===== src/rtl/missile_pool.sv =====
// missile_pool: multi-slot missile launcher and tracker for the player ship.
// Launches on a fire-key press edge into the lowest free slot, enforces a
// post-launch cooldown, moves every flying missile upward once per frame and
// retires a missile at the top edge or when its own collision bit is set.
//
// Fire request / acknowledge semantics: a request exists only on the frame
// edge where keycode first equals FIRE_KEY (press edge). It is accepted when
// the cooldown is zero and a slot is idle at the start of that frame;
// otherwise it is dropped, never queued. FireAck is high for exactly the one
// frame following an accepted request, the same frame the new missile first
// appears on the outputs.
module missile_pool #(
    parameter int          NUM_MISSILES = 4,
    parameter int          STEP_Y       = 4,
    parameter int          COOLDOWN     = 8,
    parameter int          SIZE_X       = 4,
    parameter int          SIZE_Y       = 6,
    parameter int          Y_MIN        = 0,
    parameter logic [7:0]  FIRE_KEY     = 8'h1A
) (
    input  logic                       frame_clk,
    input  logic                       Reset,
    input  logic [7:0]                 keycode,
    input  logic [9:0]                 ShipX,
    input  logic [9:0]                 ShipY,
    input  logic [9:0]                 Ship_sizeX,
    input  logic [NUM_MISSILES-1:0]    Collision,
    output logic [10*NUM_MISSILES-1:0] MissileX,
    output logic [10*NUM_MISSILES-1:0] MissileY,
    output logic [NUM_MISSILES-1:0]    MissileActive,
    output logic [9:0]                 MissileSX,
    output logic [9:0]                 MissileSY,
    output logic                       FireAck
);

    // Cooldown counter must hold COOLDOWN; keep at least one bit.
    localparam int CD_W = (COOLDOWN < 1) ? 1 : $clog2(COOLDOWN + 1);

    // 11-bit compare limit so Y_MIN + STEP_Y never overflows the 10-bit range.
    localparam logic [10:0] RETIRE_LIMIT = 11'(Y_MIN + STEP_Y);
    localparam logic [9:0]  STEP_10      = 10'(STEP_Y);
    localparam logic [CD_W-1:0] CD_LOAD  = CD_W'(COOLDOWN);

    // Per-slot state; MissileActive is the direct view of this state.
    typedef enum logic {
        SLOT_IDLE   = 1'b0,
        SLOT_FLYING = 1'b1
    } slot_state_e;

    slot_state_e state_q [NUM_MISSILES];
    slot_state_e state_d [NUM_MISSILES];
    logic [9:0]  x_q     [NUM_MISSILES];
    logic [9:0]  x_d     [NUM_MISSILES];
    logic [9:0]  y_q     [NUM_MISSILES];
    logic [9:0]  y_d     [NUM_MISSILES];

    logic              key_held_q;
    logic [CD_W-1:0]   cooldown_q;
    logic [CD_W-1:0]   cooldown_d;
    logic              fire_ack_q;

    logic                    fire_req;
    logic                    free_found;
    logic [NUM_MISSILES-1:0] free_pick;
    logic                    launch;
    logic [9:0]              launch_x;

    // Press edge of the fire key; the held flag suppresses auto-repeat.
    assign fire_req = (keycode == FIRE_KEY) && !key_held_q;

    // Launch X is the ship's horizontal centre, truncated to 10 bits.
    assign launch_x = ShipX + {1'b0, Ship_sizeX[9:1]};

    // Select the lowest-index slot that is idle at the start of this frame.
    always_comb begin
        free_pick  = '0;
        free_found = 1'b0;
        for (int i = 0; i < NUM_MISSILES; i++) begin
            if (state_q[i] == SLOT_IDLE && !free_found) begin
                free_pick[i] = 1'b1;
                free_found   = 1'b1;
            end
        end
    end

    assign launch = fire_req && (cooldown_q == '0) && free_found;

    // Cooldown reloads on a launch, otherwise counts down to zero and holds.
    always_comb begin
        cooldown_d = cooldown_q;
        if (launch) begin
            cooldown_d = CD_LOAD;
        end else if (cooldown_q != '0) begin
            cooldown_d = cooldown_q - 1'b1;
        end
    end

    // Slot next-state: launch into the picked idle slot; flying slots retire
    // on collision, retire at the top edge, or step upward.
    always_comb begin
        for (int i = 0; i < NUM_MISSILES; i++) begin
            state_d[i] = state_q[i];
            x_d[i]     = x_q[i];
            y_d[i]     = y_q[i];
            case (state_q[i])
                SLOT_IDLE: begin
                    if (launch && free_pick[i]) begin
                        state_d[i] = SLOT_FLYING;
                        x_d[i]     = launch_x;
                        y_d[i]     = ShipY;
                    end
                end
                SLOT_FLYING: begin
                    if (Collision[i]) begin
                        state_d[i] = SLOT_IDLE;
                        x_d[i]     = '0;
                        y_d[i]     = '0;
                    end else if ({1'b0, y_q[i]} < RETIRE_LIMIT) begin
                        // Another step would pass the top edge: retire
                        // instead of letting the unsigned Y wrap.
                        state_d[i] = SLOT_IDLE;
                        x_d[i]     = '0;
                        y_d[i]     = '0;
                    end else begin
                        y_d[i]     = y_q[i] - STEP_10;
                    end
                end
                default: begin
                    state_d[i] = SLOT_IDLE;
                    x_d[i]     = '0;
                    y_d[i]     = '0;
                end
            endcase
        end
    end

    // State register: slots, cooldown, key-held flag and the ack pulse.
    always_ff @(posedge frame_clk) begin
        if (Reset) begin
            for (int i = 0; i < NUM_MISSILES; i++) begin
                state_q[i] <= SLOT_IDLE;
                x_q[i]     <= '0;
                y_q[i]     <= '0;
            end
            // Held=1 so a fire key held through reset does not launch.
            key_held_q <= 1'b1;
            cooldown_q <= '0;
            fire_ack_q <= 1'b0;
        end else begin
            for (int i = 0; i < NUM_MISSILES; i++) begin
                state_q[i] <= state_d[i];
                x_q[i]     <= x_d[i];
                y_q[i]     <= y_d[i];
            end
            key_held_q <= (keycode == FIRE_KEY);
            cooldown_q <= cooldown_d;
            fire_ack_q <= launch;
        end
    end

    // Flatten per-slot registers onto the packed output buses.
    for (genvar g = 0; g < NUM_MISSILES; g++) begin : g_out
        assign MissileX[10*g +: 10] = x_q[g];
        assign MissileY[10*g +: 10] = y_q[g];
        assign MissileActive[g]     = (state_q[g] == SLOT_FLYING);
    end

    assign MissileSX = 10'(SIZE_X);
    assign MissileSY = 10'(SIZE_Y);
    assign FireAck   = fire_ack_q;

endmodule


===== config.mk =====
export PLATFORM = sky130hd
export DESIGN_NAME = missile_pool
export DESIGN_NICKNAME = d
export VERILOG_FILES = /design/src/rtl/missile_pool.sv
export SDC_FILE = /design/constraint.sdc
export NUM_CORES = 1
export LEC_CHECK = 0
export ABC_CLOCK_PERIOD_IN_PS = 2900
export BUFFER_PORTS_ARGS = -buffer_cell sky130_fd_sc_hd__buf_4
export CORE_UTILIZATION = 43
export DETAILED_ROUTE_END_ITERATION = 7
export PLACE_DENSITY_LB_ADDON = 0.3
export REMOVE_ABC_BUFFERS = 1
export SLEW_MARGIN = 20
export SYNTH_ARGS = -nofsm -noshare
export SYNTH_HDL_FRONTEND = slang
export SYNTH_SLANG_ARGS = --single-unit
export TNS_END_PERCENT = 10

===== constraint.sdc =====
create_clock -name frame_clk -period 2.9 [get_ports frame_clk]
set_clock_uncertainty 0.1 [all_clocks]
set_input_delay 0.29 -clock frame_clk [delete_from_list [all_inputs] [get_ports frame_clk]]
set_output_delay 0.29 -clock frame_clk [all_outputs]
set_load 0.02 [all_outputs]

==> results_dict.tcl, run 1 <==
set metrics [dict create \
    cts_max_path_buffers 2 \
    grt_util_all_layers_pct 22.7 \
    coreArea_sq_um 10400 \
    ctsHtreeMaxLevel 3 \
    drt_pass1_iterations 4 \
    synth_cell_types 67 \
    p_leak_nw 2.57 \
    nets 704 \
    drt_wl_total_mm 12.9 \
    antenna_cells 0 \
    finalSetupTns_ps 0 \
    drt-vias-per-instance 5.57 \
    r2r-start "cooldown_q[0]" \
    clock-sinks 90 \
    synthCells 526 \
    portBuffers 127 \
    drc 0 \
    post_drt_wl_per_cell_um 16.4 \
    yosysWarnings 0 \
    dp_slack_ps 289 \
    dieWidth_um 106 \
    fin_ws_ps 331 \
    hold_path.class "primary input to register" \
    drive_above_1_share_pct 27.6 \
    ant_nets 0 \
    finalHoldViolCount 0 \
    grt-ovfl-total 0 \
    post_cts_buffers 0 \
    area_growth_pct 26.2 \
    cts_root_buffer "clkbuf_8" \
    r2r_end "x_q[0][5]" \
    clk_pin_slew_ps 110 \
    fmaxAchievable_mhz 389 \
    crit_end "x_q[0][5]" \
    synth_most_common_cell "dfxtp_1" \
    start_kind "register" \
    synth_area_sq_um 4630 \
    reg2reg_depth 8 \
    drt_iter0_markers 248 \
    grt_pass1_vias 4043 \
    worst-slew-pin-transition_ps 722 \
    gp_congestion 0.831 \
    reg2reg_slack_ps 330 \
    antenna_found_initial 0 \
    hold_path_depth 2 \
    setup_viol 0 \
    rsz0062_at_grt "no" \
    crit_type "register to register" \
    fin_area_sq_um 5840 \
    crit_path_end_kind "register" \
    numCtsBuffers 9 \
    worstSkewPairLatency_ps 360 \
    cts-hold-fix-buffers 0 \
    powerDensity_nw_per_um2 445 \
    cts_resized 0 \
    synthTopCellsByCount "dfxtp_1 (90), nor2_1 (71), a22oi_1 (29), o21ai_0 (29), inv_1 (27)" \
    die-area_sq_um 11200 \
    synthFlopType "dfxtp_1" \
    drv_cap 0 \
    ios 149 \
    period_needed_ps 2570 \
    slew_violations 0 \
    yosysTopAreaCellShare_pct 38.9 \
    avgSynthCellArea_sq_um 8.80 \
    peakVddDrop_v 0.000319 \
    fp.dieH_um 106 \
    crit_path_max_fanout 12 \
    yosysSeqAreaShare_pct 38.9 \
    holdWs_ps 65.3 \
    fillers 958 \
    async_flop_share_pct 0 \
    synth_area_leaders "dfxtp_1 (39%), nor2_1 (5.8%), a22oi_1 (4.7%), a22o_1 (4.2%), ha_1 (4.1%)" \
    postPlaceCellArea_sq_um 5620 \
    grt_pass1_wl_mm 20.2 \
    crit_start "cooldown_q[0]" \
    arrival_ps 2710 \
    dpl.hpwl_mm 9.33 \
    synth.largest_area_cell "dfxtp_1" \
    ys_ff_latch 90 \
    outcome "finished, final reports clean" \
    rows 37 \
    period_share_pct 88.6 \
    required_ps 3040 \
    grt_max_degree 39 \
    start_util_pct 44.6 \
    num_vias 4374 \
    synth_edf_count 0 \
    slew_headroom_pct 51.9 \
    cts_tree "built" \
]
==> cells by family after synthesis <==
family	synth area share, %
and+or+nand+nor	19.5
AOI/OAI and AO/OA	24.2
DFF	38.9
buffers and inverters	9.19
adders and majority gates	4.49
xor gates and xnor gates	3.03
other	0.162
muxes	0.433
==> layer usage <==
layer	vias up	track usage (%)	part of all wire (%)
met4	0	6.25	1.6
met2	166	38.0	48
met5	-	0	0
met3	18	4.51	5.6
li1	2109	-	-
met1	2081	29.4	44
==> worst max-delay path, cell delays in order (launching register included) <==
cell and delay [ps]:
dfxtp_1 330, inv_1 110, ha_1 220, nor4b_4 270, nand3_2 260, or2b_1 450, nand2_1 370, a22oi_1 290
nor2_1 60
==> flip-flops by register name, summed over array words and instances, names as in the netlist <==
signal / count
y_q: 40
FireAck: 1
state_q: 4
x_q: 40
key_held_q: 1
cooldown_q: 4
==> power breakdown <==
group	total (W)	switching (W)	internal [W]
Clock	0.000925	0.000502	0.000423
Sequential	0.00128	0.0000243	0.00126
Combinational	0.000389	0.000226	0.000163
Total	0.00260	0.000753	0.00185
==> layout by cell type, fill, tap and decap left out, types with 4 or more instances in the layout <==
master      n
clkbuf_8    9
o21ai_0    29
nand2_1    23
o22ai_1     8
conb_1     20
a22oi_1    29
nor3_1     15
ha_1       15
dfxtp_1    90
nor2b_1     8
a221oi_1    4
o32ai_1     4
a21oi_1    20
xnor2_1    13
nor4_1      4
nor3b_1     5
o221ai_1    6
buf_4     142
nor2_1     71
o211a_1     4
a22o_1     22
nand3_1     8
inv_1      27
==> through the flow <==
stage | power (W) | std cells | utilization (%)
2_1_floorplan | 0.00156 | 491 | -
3_3_place_gp | 0.00168 | 769 | 54.2
6_report | 0.00260 | 785 | 56.3
3_5_place_dp | 0.00170 | 769 | 54.2
5_1_grt | 0.00271 | 785 | 56.3
4_1_cts | 0.00261 | 785 | 56.3
==> worst min-delay path by stage <==
stage,from,end
CTS,ShipY[0],y_q[2][0]
finish,ShipY[0],y_q[2][0]
detailed placement,x_q[3][8],x_q[3][8]
floorplan,Reset,cooldown_q[3]
global route,ShipY[0],y_q[2][0]
global placement,x_q[3][8],x_q[3][8]
==> layout make-up <==
cell class / count / area [sq um] / share of cell area (%)
Multi-Input combinational cell: 374 / 2480 / 42.5
Sequential cell: 90 / 1800 / 30.8
Timing Repair Buffer: 142 / 1070 / 18.3
Tap cell: 136 / 170 / 2.91
Clock buffer: 9 / 124 / 2.12
Inverter: 27 / 101 / 1.74
Clock inverter: 7 / 92.6 / 1.59
(Power assumes the default switching activity.)
==> inputs of run 2 (changes only) <==
==> constraint.sdc (replaced) <==
create_clock -name frame_clk -period 2.9 [get_ports frame_clk]
set_clock_uncertainty 0.1 [all_clocks]
set_input_delay 0.145 -clock frame_clk [delete_from_list [all_inputs] [get_ports frame_clk]]
set_output_delay 0.145 -clock frame_clk [all_outputs]
set_load 0.02 [all_outputs]
==> run 2 against run 1 <==
  * Count of clock-buffer cells in the layout increased by 2
  * Combinational power increased by 1%
  * Final cell count increased by 0.51%
==> results_dict.tcl, run 2 (synthesized netlist as in run 1, its figures left out) <==
set metrics [dict create \
    grt_util_all_layers_pct 23.3 \
    drv_cap 0 \
    cts_max_path_buffers 2 \
    portBuffers 127 \
    ios 149 \
    clock-sinks 90 \
    crit_path_end_kind "register" \
    numCtsBuffers 9 \
    layout_commonest_cell "buf_4" \
    cts_root_buffer "clkbuf_8" \
    drt_iter0_markers 242 \
    start_util_pct 44.6 \
    finalHoldViolCount 0 \
    powerDensity_nw_per_um2 423 \
    p_leak_nw 2.57 \
    setup_viol 0 \
    finalSetupTns_ps 0 \
    fmaxAchievable_mhz 390 \
    outcome "finished, final reports clean" \
    cts_tree "built" \
    start_kind "register" \
    internal_power_w 0.00177 \
    peakVddDrop_v 0.000186 \
    drt_pass1_iterations 4 \
    grt-ovfl-total 0 \
    layout_common_cells "buf_4 (140), dfxtp_1 (90), nor2_1 (71)" \
    drc 0 \
    worst-slew-pin-transition_ps 718 \
    post_drt_wl_per_cell_um 16.3 \
    period_needed_ps 2570 \
    rows 37 \
    fp.dieH_um 106 \
    antenna_found_initial 0 \
    rsz0062_at_grt "no" \
    crit_type "register to register" \
    switchingPower_w 0.000708 \
    ctsHtreeMaxLevel 3 \
    grt_pass1_vias 4095 \
    dpl.hpwl_mm 9.24 \
    required_ps 3030 \
    grt_max_degree 66 \
    p_seq_share_pct 51.8 \
    num_vias 4348 \
    slew_violations 0 \
    gp_congestion 0.846 \
    period_share_pct 88.5 \
    coreArea_sq_um 10400 \
    post_cts_buffers 0 \
    hold_path.class "primary input to register" \
    top_regs "x_q (40), y_q (40)" \
    drive_above_1_share_pct 27.0 \
    drt-vias-per-instance 5.51 \
    die-area_sq_um 11200 \
    p_sw_share_pct 28.6 \
    slew_headroom_pct 52.1 \
    antenna_cells 0 \
    cts_resized 0 \
    nets 708 \
    drt_wl_total_mm 12.9 \
    clkPwrFrac_pct 32.3 \
    dieWidth_um 106 \
    power_frac_comb_pct 15.9 \
    arrival_ps 2700 \
    area_growth_pct 26.4 \
    fillers 997 \
    worstSkewPairLatency_ps 360 \
    holdWs_ps 23.8 \
    clk_pin_slew_ps 90 \
    crit_path_max_fanout 12 \
    grt_pass1_wl_mm 20.5 \
    ant_nets 0 \
]
==> run 2: worst paths after layout <==
check	slack (ps)	endpoint	cells after the start	start
max reg2reg	330	x_q[0][2]	8	cooldown_q[0]
max	330	x_q[0][2]	8	cooldown_q[0]
min	20	y_q[0][7]	3	ShipY[7]
min reg2reg	350	x_q[0][8]	2	x_q[0][8]
==> run 2: worst max-delay path: stages (launching register included) <==
cell	delay [ps]
dfxtp_1	310
inv_1	110
ha_1	220
nor4b_4	270
nand3_2	250
or2b_1	440
nand2_1	380
a22oi_1	300
nor2_1	50
==> run 2: final cells by class <==
class / count / area [sq um] / area share [%]
clock buffer: 11 / 141 / 2.42
clock inverter: 5 / 37.5 / 0.642
inverter: 27 / 101 / 1.73
multi-input combinational: 374 / 2480 / 42.5
sequential: 90 / 1800 / 30.8
tap: 136 / 170 / 2.91
timing repair buffer: 146 / 1110 / 19.0
==> run 2: metal layers <==
layer / routed length [um] / GRT usage, %
met5: 0 / 0
met4: 265 / 8.63
met3: 609 / 5.01
met2: 6200 / 38.9
met1: 5810 / 29.3
==> run 2: through the flow <==
| stage | setup slack, ps | std cells | power, W | area, sq um | util, % |
|---|---|---|---|---|---|
| after floorplan | 413 | 491 | 0.00156 | 4370 | - |
| after global placement | 413 | 767 | 0.00167 | 5610 | 54.1 |
| after detailed placement | 299 | 767 | 0.00170 | 5610 | 54.1 |
| after CTS | 281 | 789 | 0.00249 | 5840 | 56.4 |
| after global routing | 55.3 | 789 | 0.00259 | 5850 | 56.4 |
| final | 335 | 789 | 0.00247 | 5850 | 56.4 |
==> run 2: timing repair <==
| action | 4_1_cts | 5_1_grt |
|---|---|---|
| endpoints found under the setup margin | 0 | 0 |
| hold endpoints to repair | 12 | 0 |
| hold buffers | 6 | 0 |
==> run 2: power by group through the flow <==
stage	combinational (W)	clock [W]	sequential (W)
finish	0.000393	0.000799	0.00128
global route	0.000433	0.000864	0.00129
CTS	0.000391	0.000819	0.00128
detailed placement	0.000385	0	0.00131
global placement	0.000364	0	0.00131
floorplan	0.000256	0	0.00131
